`src/rtl/bash_hash_host.sv`:
```
// Purpose : sequences one bash hash on a register-mapped engine. It writes 32 X words, then L, PREP and START, polls for completion and streams out 16 Y words.
// Latency : one bus access per cycle. X writes follow in_valid. A Y word is registered on the edge that reads it.
// Backpress: in_ready only in LOAD_X. Y reads stall while out_valid is held by out_ready=0. A poll timeout sets err_o and returns to IDLE.
// Ports   : clk_i, rst_i (sync, active-high), io (bash_hash_host_if.slave: cmd / in / out streams, busy/done/err, en/we/addr/wrdata/rddata).
package bash_hash_params_pkg;
  localparam int XLEN    = 32;
  localparam int ADDRLEN = 8;

  // Engine register map. X occupies 0x00..0x7C and Y occupies 0x80..0xBC.
  localparam logic [ADDRLEN-1:0] Y_BASE          = 8'h80;
  localparam logic [ADDRLEN-1:0] L_ADDR          = 8'hC0;
  localparam logic [ADDRLEN-1:0] PREP_ADDR       = 8'hC4;
  localparam logic [ADDRLEN-1:0] START_ADDR      = 8'hC8;
  localparam logic [ADDRLEN-1:0] RDY_ACTIVE_ADDR = 8'hCC;
endpackage

module bash_hash_host
  import bash_hash_params_pkg::*;
#(
  parameter int POLL_TIMEOUT = 4096
) (
  input  logic                  clk_i,
  input  logic                  rst_i,
  bash_hash_host_if.slave       io
);

  localparam int CW = $clog2(POLL_TIMEOUT + 1);

  typedef enum logic [2:0] {
    IDLE, LOAD_X, WR_L, PREP, START, POLL, READ_Y
  } state_t;

  state_t            state_q;
  logic [4:0]        idx_q;        // X word index (0..31) or Y word index (0..16)
  logic [CW-1:0]     cnt_q;        // POLL cycle counter
  logic [XLEN-1:0]   l_q;
  logic [XLEN-1:0]   out_data_q;
  logic              out_valid_q;
  logic              out_last_q;
  logic              done_q;
  logic              err_q;

  logic              stat_rdy;
  logic              stat_active;
  logic              out_hs;
  logic              y_rd_go;

  assign stat_rdy    = io.rddata_i[0];
  assign stat_active = io.rddata_i[XLEN/2];
  assign out_hs      = out_valid_q && io.out_ready_i;
  // Read the next Y word only when the output register is free or being emptied this cycle.
  assign y_rd_go     = (state_q == READ_Y) && !idx_q[4] && (!out_valid_q || io.out_ready_i);

  // Register-map bus decode. rst_i gates the strobe so that no access escapes
  // in the cycle when a mid-operation reset is applied.
  always_comb begin
    io.en_o     = 1'b0;
    io.we_o     = 4'h0;
    io.addr_o   = '0;
    io.wrdata_o = '0;
    case (state_q)
      LOAD_X: begin
        if (io.in_valid_i) begin
          io.en_o     = 1'b1;
          io.we_o     = 4'hF;
          io.addr_o   = ADDRLEN'({idx_q, 2'b00});
          io.wrdata_o = io.in_data_i;
        end
      end
      WR_L: begin
        io.en_o     = 1'b1;
        io.we_o     = 4'hF;
        io.addr_o   = L_ADDR;
        io.wrdata_o = l_q;
      end
      PREP: begin
        io.en_o   = 1'b1;
        io.we_o   = 4'hF;
        io.addr_o = PREP_ADDR;
      end
      START: begin
        io.en_o   = 1'b1;
        io.we_o   = 4'hF;
        io.addr_o = START_ADDR;
      end
      POLL: begin
        io.en_o   = 1'b1;
        io.addr_o = RDY_ACTIVE_ADDR;
      end
      READ_Y: begin
        if (y_rd_go) begin
          io.en_o   = 1'b1;
          io.addr_o = Y_BASE | ADDRLEN'({idx_q[3:0], 2'b00});
        end
      end
      default: ;
    endcase
    if (rst_i) begin
      io.en_o = 1'b0;
      io.we_o = 4'h0;
    end
  end

  always_ff @(posedge clk_i) begin
    if (rst_i) begin
      state_q     <= IDLE;
      idx_q       <= '0;
      cnt_q       <= '0;
      l_q         <= '0;
      out_data_q  <= '0;
      out_valid_q <= 1'b0;
      out_last_q  <= 1'b0;
      done_q      <= 1'b0;
      err_q       <= 1'b0;
    end else begin
      done_q <= 1'b0;
      case (state_q)
        IDLE: begin
          if (io.cmd_valid_i) begin
            l_q     <= io.cmd_l_i;
            err_q   <= 1'b0;
            idx_q   <= '0;
            state_q <= LOAD_X;
          end
        end
        LOAD_X: begin
          if (io.in_valid_i) begin
            if (idx_q == 5'd31) begin
              idx_q   <= '0;
              state_q <= WR_L;
            end else begin
              idx_q <= idx_q + 5'd1;
            end
          end
        end
        WR_L:  state_q <= PREP;
        PREP:  state_q <= START;
        START: begin
          cnt_q   <= '0;
          state_q <= POLL;
        end
        POLL: begin
          // The status read on the first POLL cycle may still reflect the
          // previous hash, so completion is only trusted from cycle two.
          if ((cnt_q != '0) && stat_rdy && !stat_active) begin
            idx_q   <= '0;
            state_q <= READ_Y;
          end else if (cnt_q == CW'(POLL_TIMEOUT - 1)) begin
            err_q   <= 1'b1;
            state_q <= IDLE;
          end else begin
            cnt_q <= cnt_q + CW'(1);
          end
        end
        READ_Y: begin
          if (out_hs) begin
            out_valid_q <= 1'b0;
          end
          if (y_rd_go) begin
            out_data_q  <= io.rddata_i;
            out_valid_q <= 1'b1;
            out_last_q  <= (idx_q == 5'd15);
            idx_q       <= idx_q + 5'd1;
          end
          if (out_hs && out_last_q) begin
            out_last_q <= 1'b0;
            done_q     <= 1'b1;
            state_q    <= IDLE;
          end
        end
        default: state_q <= IDLE;
      endcase
    end
  end

  assign io.cmd_ready_o = (state_q == IDLE);
  assign io.busy_o      = (state_q != IDLE);
  assign io.in_ready_o  = (state_q == LOAD_X) && !rst_i;
  assign io.out_valid_o = out_valid_q;
  assign io.out_data_o  = out_data_q;
  assign io.out_last_o  = out_last_q;
  assign io.done_o      = done_q;
  assign io.err_o       = err_q;

endmodule

```
`src/rtl/bash_hash_host_if.sv`:
```
// Purpose : host-side bundle for bash_hash_host. It carries the command, the X/Y word streams, status and the register-map bus.
// Latency : wires only. The DUT uses the slave modport and the driver/bench uses the master modport.
// Backpress: in and out streams use valid/ready. cmd uses valid/ready. The register bus has no stall.
interface bash_hash_host_if #(
  parameter int XLEN    = 32,
  parameter int ADDRLEN = 8
);
  // command
  logic               cmd_valid_i;
  logic               cmd_ready_o;
  logic [XLEN-1:0]    cmd_l_i;
  // X word stream into the host
  logic               in_valid_i;
  logic               in_ready_o;
  logic [XLEN-1:0]    in_data_i;
  // Y word stream out of the host
  logic               out_valid_o;
  logic               out_ready_i;
  logic [XLEN-1:0]    out_data_o;
  logic               out_last_o;
  // status
  logic               busy_o;
  logic               done_o;
  logic               err_o;
  // register-map bus (read data is combinational, same cycle as en_o)
  logic               en_o;
  logic [3:0]         we_o;
  logic [ADDRLEN-1:0] addr_o;
  logic [XLEN-1:0]    wrdata_o;
  logic [XLEN-1:0]    rddata_i;

  modport slave (
    input  cmd_valid_i, cmd_l_i, in_valid_i, in_data_i, out_ready_i, rddata_i,
    output cmd_ready_o, in_ready_o, out_valid_o, out_data_o, out_last_o,
           busy_o, done_o, err_o, en_o, we_o, addr_o, wrdata_o
  );

  modport master (
    output cmd_valid_i, cmd_l_i, in_valid_i, in_data_i, out_ready_i, rddata_i,
    input  cmd_ready_o, in_ready_o, out_valid_o, out_data_o, out_last_o,
           busy_o, done_o, err_o, en_o, we_o, addr_o, wrdata_o
  );
endinterface

```
`src/flat_wrapper.sv`:
```
// flat-port wrapper written by rule: the top's interface ports become plain ports
module bash_hash_host_flat import bash_hash_params_pkg::*;
#(
  parameter int POLL_TIMEOUT = 4096
)
  (clk_i, rst_i, io_cmd_valid_i, io_cmd_l_i, io_in_valid_i, io_in_data_i, io_out_ready_i, io_rddata_i, io_cmd_ready_o, io_in_ready_o, io_out_valid_o, io_out_data_o, io_out_last_o, io_busy_o, io_done_o, io_err_o, io_en_o, io_we_o, io_addr_o, io_wrdata_o);
  bash_hash_host_if #(.XLEN(XLEN), .ADDRLEN(ADDRLEN)) io_i ();
  input  logic clk_i;
  input  logic rst_i;
  input wire logic [$bits(io_i.cmd_valid_i)-1:0] io_cmd_valid_i;
  input wire logic [$bits(io_i.cmd_l_i)-1:0] io_cmd_l_i;
  input wire logic [$bits(io_i.in_valid_i)-1:0] io_in_valid_i;
  input wire logic [$bits(io_i.in_data_i)-1:0] io_in_data_i;
  input wire logic [$bits(io_i.out_ready_i)-1:0] io_out_ready_i;
  input wire logic [$bits(io_i.rddata_i)-1:0] io_rddata_i;
  output wire logic [$bits(io_i.cmd_ready_o)-1:0] io_cmd_ready_o;
  output wire logic [$bits(io_i.in_ready_o)-1:0] io_in_ready_o;
  output wire logic [$bits(io_i.out_valid_o)-1:0] io_out_valid_o;
  output wire logic [$bits(io_i.out_data_o)-1:0] io_out_data_o;
  output wire logic [$bits(io_i.out_last_o)-1:0] io_out_last_o;
  output wire logic [$bits(io_i.busy_o)-1:0] io_busy_o;
  output wire logic [$bits(io_i.done_o)-1:0] io_done_o;
  output wire logic [$bits(io_i.err_o)-1:0] io_err_o;
  output wire logic [$bits(io_i.en_o)-1:0] io_en_o;
  output wire logic [$bits(io_i.we_o)-1:0] io_we_o;
  output wire logic [$bits(io_i.addr_o)-1:0] io_addr_o;
  output wire logic [$bits(io_i.wrdata_o)-1:0] io_wrdata_o;
  assign io_i.cmd_valid_i = io_cmd_valid_i;
  assign io_i.cmd_l_i = io_cmd_l_i;
  assign io_i.in_valid_i = io_in_valid_i;
  assign io_i.in_data_i = io_in_data_i;
  assign io_i.out_ready_i = io_out_ready_i;
  assign io_i.rddata_i = io_rddata_i;
  assign io_cmd_ready_o = io_i.cmd_ready_o;
  assign io_in_ready_o = io_i.in_ready_o;
  assign io_out_valid_o = io_i.out_valid_o;
  assign io_out_data_o = io_i.out_data_o;
  assign io_out_last_o = io_i.out_last_o;
  assign io_busy_o = io_i.busy_o;
  assign io_done_o = io_i.done_o;
  assign io_err_o = io_i.err_o;
  assign io_en_o = io_i.en_o;
  assign io_we_o = io_i.we_o;
  assign io_addr_o = io_i.addr_o;
  assign io_wrdata_o = io_i.wrdata_o;
  bash_hash_host #(.POLL_TIMEOUT(POLL_TIMEOUT)) u_core (.clk_i(clk_i), .rst_i(rst_i), .io(io_i));
endmodule
```
`config.mk`:
```
export PLATFORM = sky130hd
export DESIGN_NAME = bash_hash_host_flat
export DESIGN_NICKNAME = d
export VERILOG_FILES = /design/src/rtl/bash_hash_host.sv /design/src/rtl/bash_hash_host_if.sv /design/src/flat_wrapper.sv
export SDC_FILE = /design/constraint.sdc
export NUM_CORES = 1
export LEC_CHECK = 0
export BUFFER_PORTS_ARGS = -buffer_cell sky130_fd_sc_hd__buf_2
export CAP_MARGIN = 20
export CORE_UTILIZATION = 47
export CTS_CLUSTER_DIAMETER = 30
export DETAILED_ROUTE_END_ITERATION = 6
export GPL_TIMING_DRIVEN = 0
export PLACE_DENSITY = 0.84
export SLEW_MARGIN = 5
export SYNTH_ARGS = -nofsm -noshare
export SYNTH_HDL_FRONTEND = slang
export SYNTH_SLANG_ARGS = --single-unit
```
`constraint.sdc`:
```
create_clock -name clk_i -period 2.4 [get_ports clk_i]
set_input_delay 0.48 -clock clk_i [delete_from_list [all_inputs] [get_ports clk_i]]
set_output_delay 0.48 -clock clk_i [all_outputs]
set_load 0.01 [all_outputs]
```
==> impl_metrics.py, run 1 <==
metrics = {
    "status": {
        "outcome": "finished, final reports clean",
    },
    "layout": {
        "synthToLayoutAreaGrowth_pct": 34.42,
        "n_antenna_cell": 0,
        "final_area_sq_um": 5629,
        "seq_area_sq_um": 1783,
        "drive_above_1_share": 0.3306,
        "n_fill_cell": 742,
        "fin_nets": 836,
        "multi_input_area_sq_um": 2240,
    },
    "clock_tree": {
        "clock_latency_ns": 0.36,
        "path_clk_slew_ns": 0.10,
        "cts_buffer_depth": 2,
        "clock_tree.root_cell": "clkbuf_8",
        "cts_sinks": 89,
        "postCtsHoldBufs": 0,
        "cts.htree.levels": 3,
        "cts_tree": "done",
        "cts_buffers": 9,
    },
    "global_routing": {
        "antenna_found_initial": 0,
        "grt_use_met2": 0.4161,
        "grt_pass1_wl_microns": 17840,
        "overflow": 0,
        "track_usage": 0.2458,
        "gr-usage-met3": 0.05947,
        "grt_max_degree": 18,
        "use_met1": 0.3152,
        "busiest_layer": "met2",
        "grt_pass1_vias": 3866,
    },
    "timing": {
        "fin_crit_sh": 0.9728,
        "worst_pin_slew_ns": 0.6291,
        "fin_tns_setup_ns": 0,
        "rsz0062_at_grt": "true",
        "final_max_slew_viol_count": 0,
        "finalSetupViolations": 0,
        "finalHoldViolCount": 0,
        "hold_slack_ns": 0.3427,
        "fmax_ghz": 0.4283,
        "max-slew-margin-rel": 0.5790,
        "clock_skew_ns": 0.01147,
        "finalCriticalPeriod_ns": 2.335,
    },
    "floorplanning": {
        "std_cell_rows": 34,
        "die-width_microns": 96.40,
        "ios": 185,
        "die-area_sq_um": 9292,
        "initial_core_util": 0.4826,
        "fp.dieH_microns": 96.40,
        "coreArea_sq_um": 8678,
    },
    "synthesis": {
        "ys_async_sr_fraction": 0,
        "synth_largest_area_cell": "dfxtp_1",
        "syn_area_sq_um": 4188,
        "yosysWarningCount": 0,
        "synth_edf_count": 0,
        "synth.distinct_cells": 53,
        "synthTopCellsByArea": "dfxtp_1 43%, nand2_1 13%, a21oi_1 9.3%",
        "ys.flop_type": "dfxtp_1",
        "seq_area_frac_synth": 0.4255,
        "avgSynthCellArea_sq_um": 7.872,
        "ys_ff_latch": 89,
        "yosysTopAreaCellShare": 0.4255,
        "postSynthCellCount": 532,
    },
    "drt": {
        "drt_iter0_drc": 307,
        "routed_via_density": 5.432,
        "wl_per_cell_microns": 14.34,
        "wl_microns": 12090,
        "dr_total_vias": 4579,
        "ant_nets": 0,
        "drc": 0,
        "dr.pass1.iters": 7,
    },
    "critical_path": {
        "arrival_ns": 1.85,
        "end_kind": "output pin",
        "critPathRequiredTime_ns": 1.92,
        "cp-start-kind": "register",
        "critPathMaxFanout": 10,
        "critical_path_class": "reg2out",
        "worst_path_max_delay_cell": "or3_4",
        "path_cells": "clkbuf_4 > nand3b_4 > or3_4 > clkbuf_8 > o21ai_0 > buf_2",
        "slowest_delay_ns": 0.36,
    },
    "placement": {
        "io_buffers": 182,
        "gp_congestion": 0.8744,
        "hpwl_microns": 9010,
        "dpl_cell_area_sq_um": 5238,
    },
    "min_path": {
        "hold_class": "in2reg",
    },
    "power_and_ir_drop": {
        "power.density_nw_per_um2": 835.6,
        "p_leak_nw": 2.529,
        "ir_drop_mv": 0.4653,
    },
    "job": {
        "cap_violations": 0,
    },
}
[through the flow]
stage | cells | util | power, mW | setup WS, ns
finish | 843 | 0.6486 | 4.704 | 0.06539
floorplan | 533 | - | 2.829 | 0.2846
detailed placement | 823 | 0.6035 | 3.379 | -0.3663
CTS | 842 | 0.6422 | 4.649 | 0.003560
global route | 843 | 0.6486 | 4.969 | -0.01618
global placement | 823 | 0.6035 | 3.335 | -0.3638
[area by class of cell]
cell class,instances,area share
plain buffers,42,0.04312
clock buffers,9,0.02200
clock inverters,7,0.01912
inverters,11,0.007335
multi-input cells,389,0.3979
flip-flops and latches,89,0.3167
well taps,108,0.02401
repair buffers,188,0.1698
[report_power, final]
group          switching [mW]  internal, mW
sequential             0.0933          1.62
combinational            1.06         0.740
clock                   0.586         0.608
total                    1.74          2.97
[path summary, 6_finish.rpt]
kind / slack [ns] / start / cells past startpoint / endpoint
worst max register to register: 0.20 / u_core.cnt_q[0] / 8 / u_core.cnt_q[4]
worst min register to register: 0.46 / u_core.io.out_data_o[15] / 2 / u_core.io.out_data_o[15]
worst max-delay path: 0.07 / u_core.state_q[0] / 6 / io_addr_o[7]
worst min-delay path: 0.34 / io_rddata_i[17] / 3 / u_core.io.out_data_o[17]
[metal layers]
metal / up-vias / wire (microns)
li1: 2245 / -
met1: 2147 / 5264
met2: 174 / 5828
met3: 13 / 900
met4: 0 / 98
met5: - / 0
[cells by family (layout without fill, tap and decap cells)]
logic type | count (synthesis) | in the layout | share of synthesized area
and+or+nand+nor | 222 | 222 | 0.2441
AOI/OAI and AO/OA | 154 | 154 | 0.2453
muxes | 6 | 6 | 0.01434
adders and majority gates | 5 | 5 | 0.01494
other | 1 | 2 | 0.0008955
buffers and inverters | 55 | 257 | 0.05498
DFF | 89 | 89 | 0.4255
[Yosys cell counts (3+ instances only)]
master,count
inv_1,11
o31ai_1,5
dfxtp_1,89
a22o_1,32
o21a_1,4
nand2b_1,3
buf_4,5
clkbuf_1,35
nor2_1,18
nand2_1,144
mux2i_1,6
o211ai_1,7
a21oi_1,78
nand3b_1,4
nand3_1,14
nor2b_1,3
o21ai_0,9
nor3_1,9
ha_1,5
buf_2,4
nand4_1,3
and3_1,5
[registers in the layout, summed over array words and instances, names as in the netlist]
| signal | flops |
|---|---|
| u_core.io.out_data_o | 32 |
| u_core.l_q | 32 |
| u_core.cnt_q | 13 |
| u_core.idx_q | 5 |
| u_core.state_q | 3 |
| u_core.io.done_o | 1 |
| u_core.io.err_o | 1 |
| u_core.io.out_last_o | 1 |
| u_core.io.out_valid_o | 1 |
[worst max-delay path: cells and delay by family, from the launching register on]
family	cells	cell delay, ns
flops	1	0.31
buf+inv	3	0.52
compound gates	1	0.08
simple gates	2	0.58
[repair_timing]
item	4_1_cts	5_1_grt
pin swaps	3	2
setup buffers	5	1
hold endpoints to repair	0	0
resized for setup	27	21
setup endpoints to repair	36	66
[placed cells by master (no fill, tap or decap), types with 2 or more instances in the layout]
| cell | Yosys | final |
|---|---|---|
| dfxtp_1 | 89 | 88 |
| mux2i_1 | 6 | 6 |
| a211oi_1 | 2 | 2 |
| nor3_1 | 9 | 6 |
| o21ai_0 | 9 | 9 |
| a22o_1 | 32 | 32 |
| a21oi_1 | 78 | 78 |
| buf_6 | 0 | 2 |
| conb_1 | 1 | 2 |
| clkbuf_8 | 0 | 11 |
| inv_1 | 11 | 11 |
| a211o_1 | 2 | 2 |
| or2_2 | 2 | 2 |
| clkbuf_4 | 0 | 3 |
| clkbuf_1 | 35 | 22 |
| nand3b_1 | 4 | 4 |
| and3_1 | 5 | 4 |
| buf_2 | 4 | 183 |
| nand4_1 | 3 | 3 |
| nor3_4 | 1 | 2 |
| nand3_1 | 14 | 14 |
| buf_4 | 5 | 15 |
| ha_1 | 5 | 5 |
| nor2_1 | 18 | 16 |
| nand2_1 | 144 | 144 |
| nor4_2 | 2 | 2 |
| and2_1 | 2 | 2 |
| nor3_2 | 0 | 2 |
| nor2b_1 | 3 | 2 |
| clkbuf_2 | 0 | 3 |
| o21a_1 | 4 | 4 |
| bufinv_16 | 0 | 2 |
| nand2b_1 | 3 | 3 |
| a21boi_0 | 2 | 2 |
| o31ai_1 | 5 | 5 |
| o211ai_1 | 7 | 7 |
| inv_8 | 0 | 2 |
| inv_6 | 0 | 2 |
| or3b_1 | 2 | 2 |
Power figures use the tool's default switching activity.
==> inputs of run 2 (changes only) <==
--- a/config.mk
+++ b/config.mk
@@ -7,11 +7,11 @@
 export LEC_CHECK = 0
 export BUFFER_PORTS_ARGS = -buffer_cell sky130_fd_sc_hd__buf_2
 export CAP_MARGIN = 20
-export CORE_UTILIZATION = 47
+export CORE_UTILIZATION = 51
 export CTS_CLUSTER_DIAMETER = 30
 export DETAILED_ROUTE_END_ITERATION = 6
 export GPL_TIMING_DRIVEN = 0
-export PLACE_DENSITY = 0.84
+export PLACE_DENSITY = 0.89
 export SLEW_MARGIN = 5
 export SYNTH_ARGS = -nofsm -noshare
 export SYNTH_HDL_FRONTEND = slang
==> constraint.sdc (replaced) <==
create_clock -name clk_i -period 3 [get_ports clk_i]
set_input_delay 0.6 -clock clk_i [delete_from_list [all_inputs] [get_ports clk_i]]
set_output_delay 0.6 -clock clk_i [all_outputs]
set_load 0.01 [all_outputs]
==> run 2 against run 1 <==
Against the previous run:
- cell count down 1.3%
- worst hold slack gained 0.11 ns
- routed wire length grew 0.38%
- design area fell by 2.7%
- first-iteration DRC count fell by 31%
- sequential share of layout area increased by 0.85 points
- non-clock buffer count decreased by 5
- count of clock-buffer cells in the layout increased by 2
- critical path depth is 1 lower
- combinational power fell by 26%
- core utilization grew 4.9 points
- critical endpoint is now io_wrdata_o[30]
==> impl_metrics.py, run 2 (same netlist as run 1, synthesis figures left out) <==
metrics = {
    "timing": {
        "fmax_ghz": 0.3453,
        "finalHoldViolCount": 0,
        "setup_slack_ns": 0.1039,
        "final_max_slew_viol_count": 0,
        "max-slew-margin-rel": 0.5794,
        "finalSetupViolations": 0,
        "hold_slack_ns": 0.4565,
        "clock_skew_ns": 0.007844,
        "fin_tns_setup_ns": 0,
        "rsz0062_at_grt": "false",
        "finalCriticalPeriod_ns": 2.896,
        "fin_crit_sh": 0.9654,
        "worst_pin_slew_ns": 0.6286,
    },
    "clock_tree": {
        "cts_repair_resize_count": 6,
        "cts_buffer_depth": 2,
        "cts_tree": "done",
        "cts_sinks": 89,
        "post_cts_buffers": 0,
        "clock_latency_ns": 0.36,
        "clock_tree.root_cell": "clkbuf_8",
        "cts.htree.levels": 3,
        "postCtsHoldBufs": 0,
        "cts_buffers": 9,
        "path_clk_slew_ns": 0.09,
    },
    "floorplanning": {
        "ios": 185,
        "std_cell_rows": 32,
        "initial_core_util": 0.5336,
        "die-width_microns": 92.62,
        "coreArea_sq_um": 7848,
        "fp.dieH_microns": 92.62,
        "die-area_sq_um": 8578,
    },
    "critical_path": {
        "cp-start-kind": "register",
        "cp_top_family": "buffers and inverters",
        "critPathBufInv": 3,
        "critical_path_class": "reg2out",
        "rr_endpoint": "u_core.cnt_q[4]",
        "r2r_slack_ns": 0.64,
        "r2r-start": "u_core.cnt_q[0]",
        "critPathRequiredTime_ns": 2.40,
        "slowest_delay_ns": 0.53,
        "reg2reg_depth": 8,
        "critPathMaxFanout": 10,
        "worst_path_max_delay_cell": "nor3_2",
        "path_cells": "inv_1 > nor3_2 > clkbuf_1 > a22o_1 > buf_2",
        "arrival_ns": 2.30,
        "end_kind": "output pin",
    },
    "layout": {
        "fin_cells": 832,
        "seq_area_sq_um": 1782,
        "fin_util": 0.6980,
        "n_antenna_cell": 0,
        "final_area_sq_um": 5478,
        "n_fill_cell": 653,
        "multi_input_area_sq_um": 2187,
        "final_cell_mix": "186 x buf_2, 144 x nand2_1, 89 x dfxtp_1",
        "fin_nets": 831,
        "drive_above_1_share": 0.3041,
        "synthToLayoutAreaGrowth_pct": 30.80,
        "final_common_cell": "buf_2",
    },
    "global_routing": {
        "grt_pass1_wl_microns": 19410,
        "grt_max_degree": 20,
        "grt_pass1_vias": 4246,
        "track_usage": 0.2855,
        "overflow": 0,
        "antenna_found_initial": 0,
    },
    "power_and_ir_drop": {
        "power.density_nw_per_um2": 672.4,
        "ir_drop_mv": 0.3823,
        "p_leak_nw": 2.459,
        "p_total_mw": 3.684,
    },
    "drt": {
        "drt_iter0_drc": 212,
        "wl_microns": 12140,
        "drc": 0,
        "dr_total_vias": 4576,
        "ant_nets": 0,
        "dr.pass1.iters": 4,
        "routed_via_density": 5.500,
        "wl_per_cell_microns": 14.59,
    },
    "min_path": {
        "hold_class": "reg2reg",
        "min_from": "u_core.io.out_data_o[9]",
        "min_to": "u_core.io.out_data_o[9]",
        "min_path_cells": 2,
    },
    "placement": {
        "dp_slack_ns": 0.1745,
        "hpwl_microns": 9229,
        "dpl_cell_area_sq_um": 5230,
        "gp_congestion": 0.9615,
        "dp.cells": 817,
        "io_buffers": 182,
    },
    "job": {
        "cap_violations": 0,
    },
    "status": {
        "outcome": "finished, final reports clean",
    },
}
## run 2: changes by cell type in the layout (fill, tap and decap cells not counted), sizes merged
cell	delta
bufinv	+1
clkinv	+2
inv	-4
clkinvlp	-1
buf	-9
clkbuf	+6
## run 2: worst max path at each step
stage | from | end | slack (ns) | cells past startpoint
final | u_core.state_q[1] | io_wrdata_o[30] | 0.10 | 5
after global routing | u_core.state_q[1] | io_wrdata_o[27] | 0.004 | 5
after CTS | u_core.io.out_valid_o | io_addr_o[7] | 0.002 | 6
after detailed placement | io_out_ready_i | io_addr_o[7] | 0.17 | 7
after global placement | io_out_ready_i | io_addr_o[7] | 0.22 | 7
after floorplan | io_out_ready_i | io_addr_o[7] | 0.68 | 5
## run 2: area by class of cell
| type | count | area share |
|---|---|---|
| multi-input combinational | 389 | 0.3993 |
| sequential | 89 | 0.3253 |
| timing repair buffer | 182 | 0.1663 |
| buffer | 43 | 0.03540 |
| clock buffer | 11 | 0.02398 |
| tap | 102 | 0.02330 |
| clock inverter | 5 | 0.01896 |
| inverter | 11 | 0.007538 |
## run 2: tightest hold or removal path, cell delays in order (launching register included)
cell,delay [ns]
dfxtp_1,0.31
nand2_1,0.05
a21oi_1,0.05
## run 2: report_power, final
group	internal [mW]	switching, mW	leakage [nW]	total [mW]
Sequential	1.29	0.0719	0.722	1.37
Combinational	0.523	0.821	1.62	1.34
Clock	0.554	0.419	0.118	0.973
## run 2: routing by layer
layer	track usage	share of wire	vias to the layer above	routed length, microns
li1	-	-	2233	-
met1	0.3479	0.42	2132	5095
met2	0.4901	0.49	187	5956
met3	0.05829	0.067	24	818
met4	0.1167	0.022	0	267
met5	0	0	-	0
